### src/rtl/uart_rx.sv
// 8N1 UART receiver: two-flop input synchronizer, mid-bit sampling FSM and a
// single-entry valid/ready holding register with framing-error and overrun pulses.
module uart_rx #(
   parameter int BAUD_RATE   = 115200,
   parameter int CLOCK_SPEED = 100_000_000
) (
   input  logic       clk,
   input  logic       rst,
   input  logic       serial_in,
   output logic [7:0] rx_data,
   output logic       rx_valid,
   input  logic       rx_ready,
   output logic       frame_error,
   output logic       overrun,
   output logic       rx_busy
);

   localparam int TICKS_PER_BIT = CLOCK_SPEED / BAUD_RATE;
   localparam int HALF_BIT      = TICKS_PER_BIT / 2;
   localparam int CW            = (TICKS_PER_BIT > 2) ? $clog2(TICKS_PER_BIT) : 1;
   localparam logic [CW-1:0] TICK_LAST = CW'(TICKS_PER_BIT - 1);
   localparam logic [CW-1:0] HALF_LAST = CW'(HALF_BIT - 1);

   typedef enum logic [2:0] {
      ST_IDLE  = 3'd0,
      ST_START = 3'd1,
      ST_DATA  = 3'd2,
      ST_STOP  = 3'd3,
      ST_BRK   = 3'd4
   } state_t;

   logic          sync1;
   logic          rx_s;
   state_t        state;
   state_t        state_next;
   logic [CW-1:0] tick_cnt;
   logic [CW-1:0] tick_next;
   logic [2:0]    bit_idx;
   logic [2:0]    bit_next;
   logic [7:0]    shift_reg;
   logic [7:0]    shift_next;
   logic          deliver;
   logic          ferr_next;

   // Input synchronizer, preset high so reset never fakes a start edge.
   always_ff @(posedge clk) begin
      if (rst) begin
         sync1 <= 1'b1;
         rx_s  <= 1'b1;
      end else begin
         sync1 <= serial_in;
         rx_s  <= sync1;
      end
   end

   // Receive state, bit timing and shift register.
   always_ff @(posedge clk) begin
      if (rst) begin
         state     <= ST_IDLE;
         tick_cnt  <= {CW{1'b0}};
         bit_idx   <= 3'd0;
         shift_reg <= 8'h00;
      end else begin
         state     <= state_next;
         tick_cnt  <= tick_next;
         bit_idx   <= bit_next;
         shift_reg <= shift_next;
      end
   end

   // Next-state logic: tick counter restarts on every state entry and sample.
   always_comb begin
      state_next = state;
      tick_next  = tick_cnt + {{(CW-1){1'b0}}, 1'b1};
      bit_next   = bit_idx;
      shift_next = shift_reg;
      deliver    = 1'b0;
      ferr_next  = 1'b0;
      case (state)
         ST_IDLE: begin
            tick_next = {CW{1'b0}};
            if (!rx_s) begin
               state_next = ST_START;
            end else begin
               state_next = ST_IDLE;
            end
         end
         ST_START: begin
            if (tick_cnt == HALF_LAST) begin
               tick_next = {CW{1'b0}};
               if (!rx_s) begin
                  state_next = ST_DATA;
                  bit_next   = 3'd0;
               end else begin
                  state_next = ST_IDLE;
               end
            end else begin
               state_next = ST_START;
            end
         end
         ST_DATA: begin
            if (tick_cnt == TICK_LAST) begin
               tick_next           = {CW{1'b0}};
               shift_next[bit_idx] = rx_s;
               bit_next            = bit_idx + 3'd1;
               if (bit_idx == 3'd7) begin
                  state_next = ST_STOP;
               end else begin
                  state_next = ST_DATA;
               end
            end else begin
               state_next = ST_DATA;
            end
         end
         ST_STOP: begin
            if (tick_cnt == TICK_LAST) begin
               tick_next = {CW{1'b0}};
               if (rx_s) begin
                  deliver    = 1'b1;
                  state_next = ST_IDLE;
               end else begin
                  ferr_next  = 1'b1;
                  state_next = ST_BRK;
               end
            end else begin
               state_next = ST_STOP;
            end
         end
         ST_BRK: begin
            // A held-low line stays here instead of producing 0x00 frames.
            tick_next = {CW{1'b0}};
            if (rx_s) begin
               state_next = ST_IDLE;
            end else begin
               state_next = ST_BRK;
            end
         end
         default: begin
            state_next = ST_IDLE;
            tick_next  = {CW{1'b0}};
         end
      endcase
   end

   // Holding register, handshake and status pulses.
   always_ff @(posedge clk) begin
      if (rst) begin
         rx_data     <= 8'h00;
         rx_valid    <= 1'b0;
         frame_error <= 1'b0;
         overrun     <= 1'b0;
         rx_busy     <= 1'b0;
      end else begin
         frame_error <= ferr_next;
         overrun     <= deliver & rx_valid & ~rx_ready;
         rx_busy     <= (state_next != ST_IDLE);
         if (deliver && (!rx_valid || rx_ready)) begin
            rx_data  <= shift_reg;
            rx_valid <= 1'b1;
         end else if (rx_valid && rx_ready) begin
            rx_valid <= 1'b0;
         end
      end
   end

endmodule

### config.mk
export PLATFORM = sky130hd
export DESIGN_NAME = uart_rx
export DESIGN_NICKNAME = d
export VERILOG_FILES = /design/src/rtl/uart_rx.sv
export SDC_FILE = /design/constraint.sdc
export NUM_CORES = 1
export LEC_CHECK = 0
export CAP_MARGIN = 10
export CORE_UTILIZATION = 55
export CTS_CLUSTER_SIZE = 20
export DETAILED_ROUTE_END_ITERATION = 10
export HOLD_SLACK_MARGIN = 0.06
export PLACE_DENSITY = 0.86
export SETUP_SLACK_MARGIN = 0.4
export SLEW_MARGIN = 20
export SYNTH_ARGS = -nofsm -noshare
export SYNTH_HDL_FRONTEND = slang
export SYNTH_SLANG_ARGS = --single-unit
### constraint.sdc
create_clock -name clk -period 1.9 [get_ports clk]
set_input_delay 0.19 -clock clk [delete_from_list [all_inputs] [get_ports clk]]
set_output_delay 0.19 -clock clk [all_outputs]
set_load 0.02 [all_outputs]
==> impl_table.tex <==
\begin{tabular}{lr}
\hline
Metric & Value \\
\hline
\multicolumn{2}{l}{\textbf{Run status}} \\
Status & complete, no violations \\
\multicolumn{2}{l}{\textbf{Setup path}} \\
Critical Setup Path Class & flop to flop \\
Kind of capture point of the worst setup path & flop \\
Endpoint arrival time on the critical path & 1.88 ns \\
Kind of start point of the critical path & flop \\
Data required time of the critical path & 2.17 ns \\
Critical Path Fanout Max & 7 \\
\multicolumn{2}{l}{\textbf{STA}} \\
Post-Route Skew & 0.00759 ns \\
Transition time at the pin with the least slew margin & 0.574 ns \\
\# setup viols final & 0 \\
Count of endpoints failing hold in the final timing report & 0 \\
Slew HR & 61.7\% \\
Maximum clock rate & 0.621 GHz \\
Total count of max-transition violations in the final report & 0 \\
Setup TNS & 0 ns \\
RSZ-0062 raised after global routing & true \\
Final critical delay including setup and external delays & 1.61 ns \\
Portion of the clock cycle consumed by the worst path in the final layout & 84.7\% \\
\multicolumn{2}{l}{\textbf{GRT}} \\
Pin count of the biggest net entering global routing & 17 \\
Initial antenna violation count & 0 \\
Via count of the first global-routing pass & 1474 \\
Remaining global-route overflow & 0 \\
Overall routing resource usage & 26.2\% \\
Wire length of the first global-routing pass & 6780 µm \\
\multicolumn{2}{l}{\textbf{Floorplanning}} \\
Overall die height & 59.2 µm \\
Horizontal die dimension & 59.2 µm \\
Core Region & 3080 µm² \\
Site Rows & 20 \\
Number of placed I/O pins & 16 \\
Total die area & 3510 µm² \\
Initial Utilization & 58.5\% \\
\multicolumn{2}{l}{\textbf{Synthesis}} \\
Multiplexer area fraction after synthesis & 3.33\% \\
Synthesized area divided by synthesized cell count & 9.29 µm² \\
Async S/R FF share, synth & 0\% \\
Share of the yosys chip area belonging to registers & 42.2\% \\
Top flip-flop cell by instance count after synthesis & sky130\_fd\_sc\_hd\_\_dfxtp\_1 \\
Synth Area in Compound Gates & 10.0\% \\
Yosys cell types & 44 \\
Number of synthesis warnings & 0 \\
EDFF count, synth & 0 \\
Cell count after synthesis & 194 \\
Nets in the synthesized netlist & 202 \\
Share of the synthesized netlist area taken by xor and xnor gates & 3.89\% \\
Cell taking the most area after synthesis & sky130\_fd\_sc\_hd\_\_dfxtp\_1 \\
Yosys reg bits & 38 \\
Main combinational cell family by area after synthesis & simple AND/OR/NAND/NOR gates \\
Yosys top cell area share & 42.2\% \\
Area contributors post-synth & sky130\_fd\_sc\_hd\_\_dfxtp\_1, sky130\_fd\_sc\_hd\_\_nand3\_1, sky130\_fd\_sc\_hd\_\_nor3\_1 \\
Mapped cell area & 1800 µm² \\
Post-Synth Simple-Gate Area & 34.3\% \\
Adder and majority gate portion of the synthesized area & 2.78\% \\
\multicolumn{2}{l}{\textbf{Clock tree}} \\
Clock sink total & 38 \\
TritonCTS clock tree & built \\
Maximum clock path buffer count & 2 \\
TritonCTS buffer count & 5 \\
Clk Latency, worst-skew pair & 0.35 ns \\
Number of H-tree levels & 2 \\
Clock-pin slew on the worst setup and hold paths & 0.11 ns \\
CTS root buffer & sky130\_fd\_sc\_hd\_\_clkbuf\_4 \\
\multicolumn{2}{l}{\textbf{Power and ir drop}} \\
Total power per unit cell area & 585 nW/µm² \\
Leakage power summed over all cells & 0.995 nW \\
VDD IR-drop max & 474 µV \\
\multicolumn{2}{l}{\textbf{Routing}} \\
Per-cell via count in the routed design & 5.99 \\
Number of DRC markers after the initial detailed-route iteration & 104 \\
Number of design rule violations left after detail routing & 0 \\
DR WL/cell & 17.5 µm \\
Max layer used & met4 \\
Detailed route wirelength on metal3 & 166 µm \\
Length of routed met2 wiring & 2610 µm \\
Total length of routed wires & 4840 µm \\
Via count & 1653 \\
Wire length on met1 & 1950 µm \\
Antenna violation net count after detailed routing & 0 \\
1st-pass router iterations & 4 \\
\multicolumn{2}{l}{\textbf{Placed design}} \\
Placed standard-cell area & 2010 µm² \\
Global placer's final weighted congestion & 0.915 \\
Half-perimeter wire length after detailed placement & 2730 µm \\
Port Buffer Count & 15 \\
\multicolumn{2}{l}{\textbf{Final layout}} \\
Post-route cell area & 2450 µm² \\
Layout net count & 240 \\
Share of layout cells above drive strength 1 & 33.2\% \\
Number of fill cells in the layout & 182 \\
Number of flip-flops under the largest register name & 10 \\
Antenna diode count & 0 \\
Signed area change from the synthesized netlist to the final layout & 36.1\% \\
\multicolumn{2}{l}{\textbf{Run}} \\
Max-capacitance violation count & 0 \\
\multicolumn{2}{l}{\textbf{Min path}} \\
Worst min-delay path category & primary input to flop \\
\hline
\end{tabular}
[where the power goes]
group	internal, W	total (W)	leakage (nW)	switching [W]
registers	0.000794	0.000802	0.315	0.00000748
logic	0.0000264	0.0000607	0.636	0.0000343
clock network	0.000306	0.000573	0.0443	0.000267
[worst max-delay path, stage by stage (launching register included)]
cell and delay, ns:
sky130_fd_sc_hd__dfxtp_2 0.38, sky130_fd_sc_hd__or3b_2 0.49, sky130_fd_sc_hd__nor3_1 0.30, sky130_fd_sc_hd__nand3_1 0.17, sky130_fd_sc_hd__a21oi_1 0.19
[per-stage QoR]
| stage | utilization, % | instances | hold WS, ns | power (W) | setup slack (ns) |
|---|---|---|---|---|---|
| finish | 79.7 | 276 | 0.407 | 0.00144 | 0.290 |
| CTS | 74.9 | 270 | 0.399 | 0.00143 | 0.310 |
| global placement | 65.4 | 243 | 0.395 | 0.000874 | 0.234 |
| detailed placement | 65.4 | 243 | 0.401 | 0.000876 | 0.143 |
| floorplan | - | 194 | 0.294 | 0.000859 | 0.405 |
| global route | 79.7 | 276 | 0.404 | 0.00148 | 0.251 |
[metal layers]
metal	vias up	track usage (%)
li1	788	-
met1	810	30.7
met2	39	46.9
met3	16	6.55
met4	0	7.48
met5	-	0
[layout make-up]
type                       instances  area, µm²  share of cell area, %
timing repair buffer              42        392                   16.0
tap                               44       55.1                   2.24
sequential                        38        791                   32.2
clock inverter                     1       30.0                   1.22
multi-input combinational        141       1120                   45.6
clock buffer                       6       51.3                   2.09
inverter                           4       15.0                  0.612
[cell families (layout without fill, tap and decap cells)]
kind of cell             Yosys count  after routing
buffers and inverters             16             53
flip-flops                        38             38
XOR/XNOR                           8              8
AND/OR/NAND/NOR                   91             92
multiplexers                       6              6
AO/OA/AOI/OAI                     31             31
adder cells (fa/ha/maj)            4              4
[cell usage in the layout, fill, tap and decap left out, types with 2 or more instances in the layout]
master                             n
sky130_fd_sc_hd__a21oi_1           9
sky130_fd_sc_hd__a21oi_2           4
sky130_fd_sc_hd__buf_4            22
sky130_fd_sc_hd__buf_6             5
sky130_fd_sc_hd__clkbuf_4          5
sky130_fd_sc_hd__clkdlybuf4s50_1   4
sky130_fd_sc_hd__dfxtp_1          26
sky130_fd_sc_hd__dfxtp_2           6
sky130_fd_sc_hd__dfxtp_4           6
sky130_fd_sc_hd__dlygate4sd2_1     2
sky130_fd_sc_hd__dlymetal6s2s_1    9
sky130_fd_sc_hd__ha_1              3
sky130_fd_sc_hd__inv_1             4
sky130_fd_sc_hd__mux2i_1           6
sky130_fd_sc_hd__nand2_1           4
sky130_fd_sc_hd__nand2b_1         10
sky130_fd_sc_hd__nand3_1          14
sky130_fd_sc_hd__nand3_2           5
sky130_fd_sc_hd__nand4_1           4
sky130_fd_sc_hd__nor2_1            6
sky130_fd_sc_hd__nor2b_1           3
sky130_fd_sc_hd__nor3_1           14
sky130_fd_sc_hd__nor3b_4           3
sky130_fd_sc_hd__nor4_1            3
sky130_fd_sc_hd__nor4b_1           2
sky130_fd_sc_hd__nor4b_4           2
sky130_fd_sc_hd__o21ai_0           4
sky130_fd_sc_hd__o21ai_1           7
sky130_fd_sc_hd__o31ai_1           2
sky130_fd_sc_hd__or2_2             3
sky130_fd_sc_hd__xnor2_1           7
[worst paths after layout]
path / startpoint / end / slack [ns] / depth (start not counted)
setup / recovery: tick_cnt[4] / bit_idx[1] / 0.29 / 4
hold / removal: serial_in / sync1 / 0.41 / 2
setup reg to reg: tick_cnt[4] / bit_idx[1] / 0.29 / 4
hold reg to reg: sync1 / rx_s / 0.43 / 1
[synth_stat cells, types with 3 or more instances]
cell type	count
sky130_fd_sc_hd__mux2i_1	6
sky130_fd_sc_hd__o21ai_0	11
sky130_fd_sc_hd__nor3_1	14
sky130_fd_sc_hd__clkbuf_1	8
sky130_fd_sc_hd__nand3_1	19
sky130_fd_sc_hd__nand4_1	4
sky130_fd_sc_hd__nor4_1	3
sky130_fd_sc_hd__or2_2	3
sky130_fd_sc_hd__nor2_1	6
sky130_fd_sc_hd__inv_1	4
sky130_fd_sc_hd__xnor2_1	7
sky130_fd_sc_hd__nor2b_1	3
sky130_fd_sc_hd__nor4b_1	3
sky130_fd_sc_hd__a21oi_1	13
sky130_fd_sc_hd__nor3b_2	3
sky130_fd_sc_hd__ha_1	4
sky130_fd_sc_hd__nand2_1	4
sky130_fd_sc_hd__dfxtp_1	38
sky130_fd_sc_hd__nand2b_1	10
[timing repair]
action                                  4_1_cts  5_1_grt
hold buffers                                  0        0
endpoints found under the setup margin       35       41
buffers inserted                             19        5
resized for setup                            20       36
endpoints found under the hold margin         0        0
pin swaps                                    11       14
cloned                                        1        1
Power figures use the tool's default switching activity.
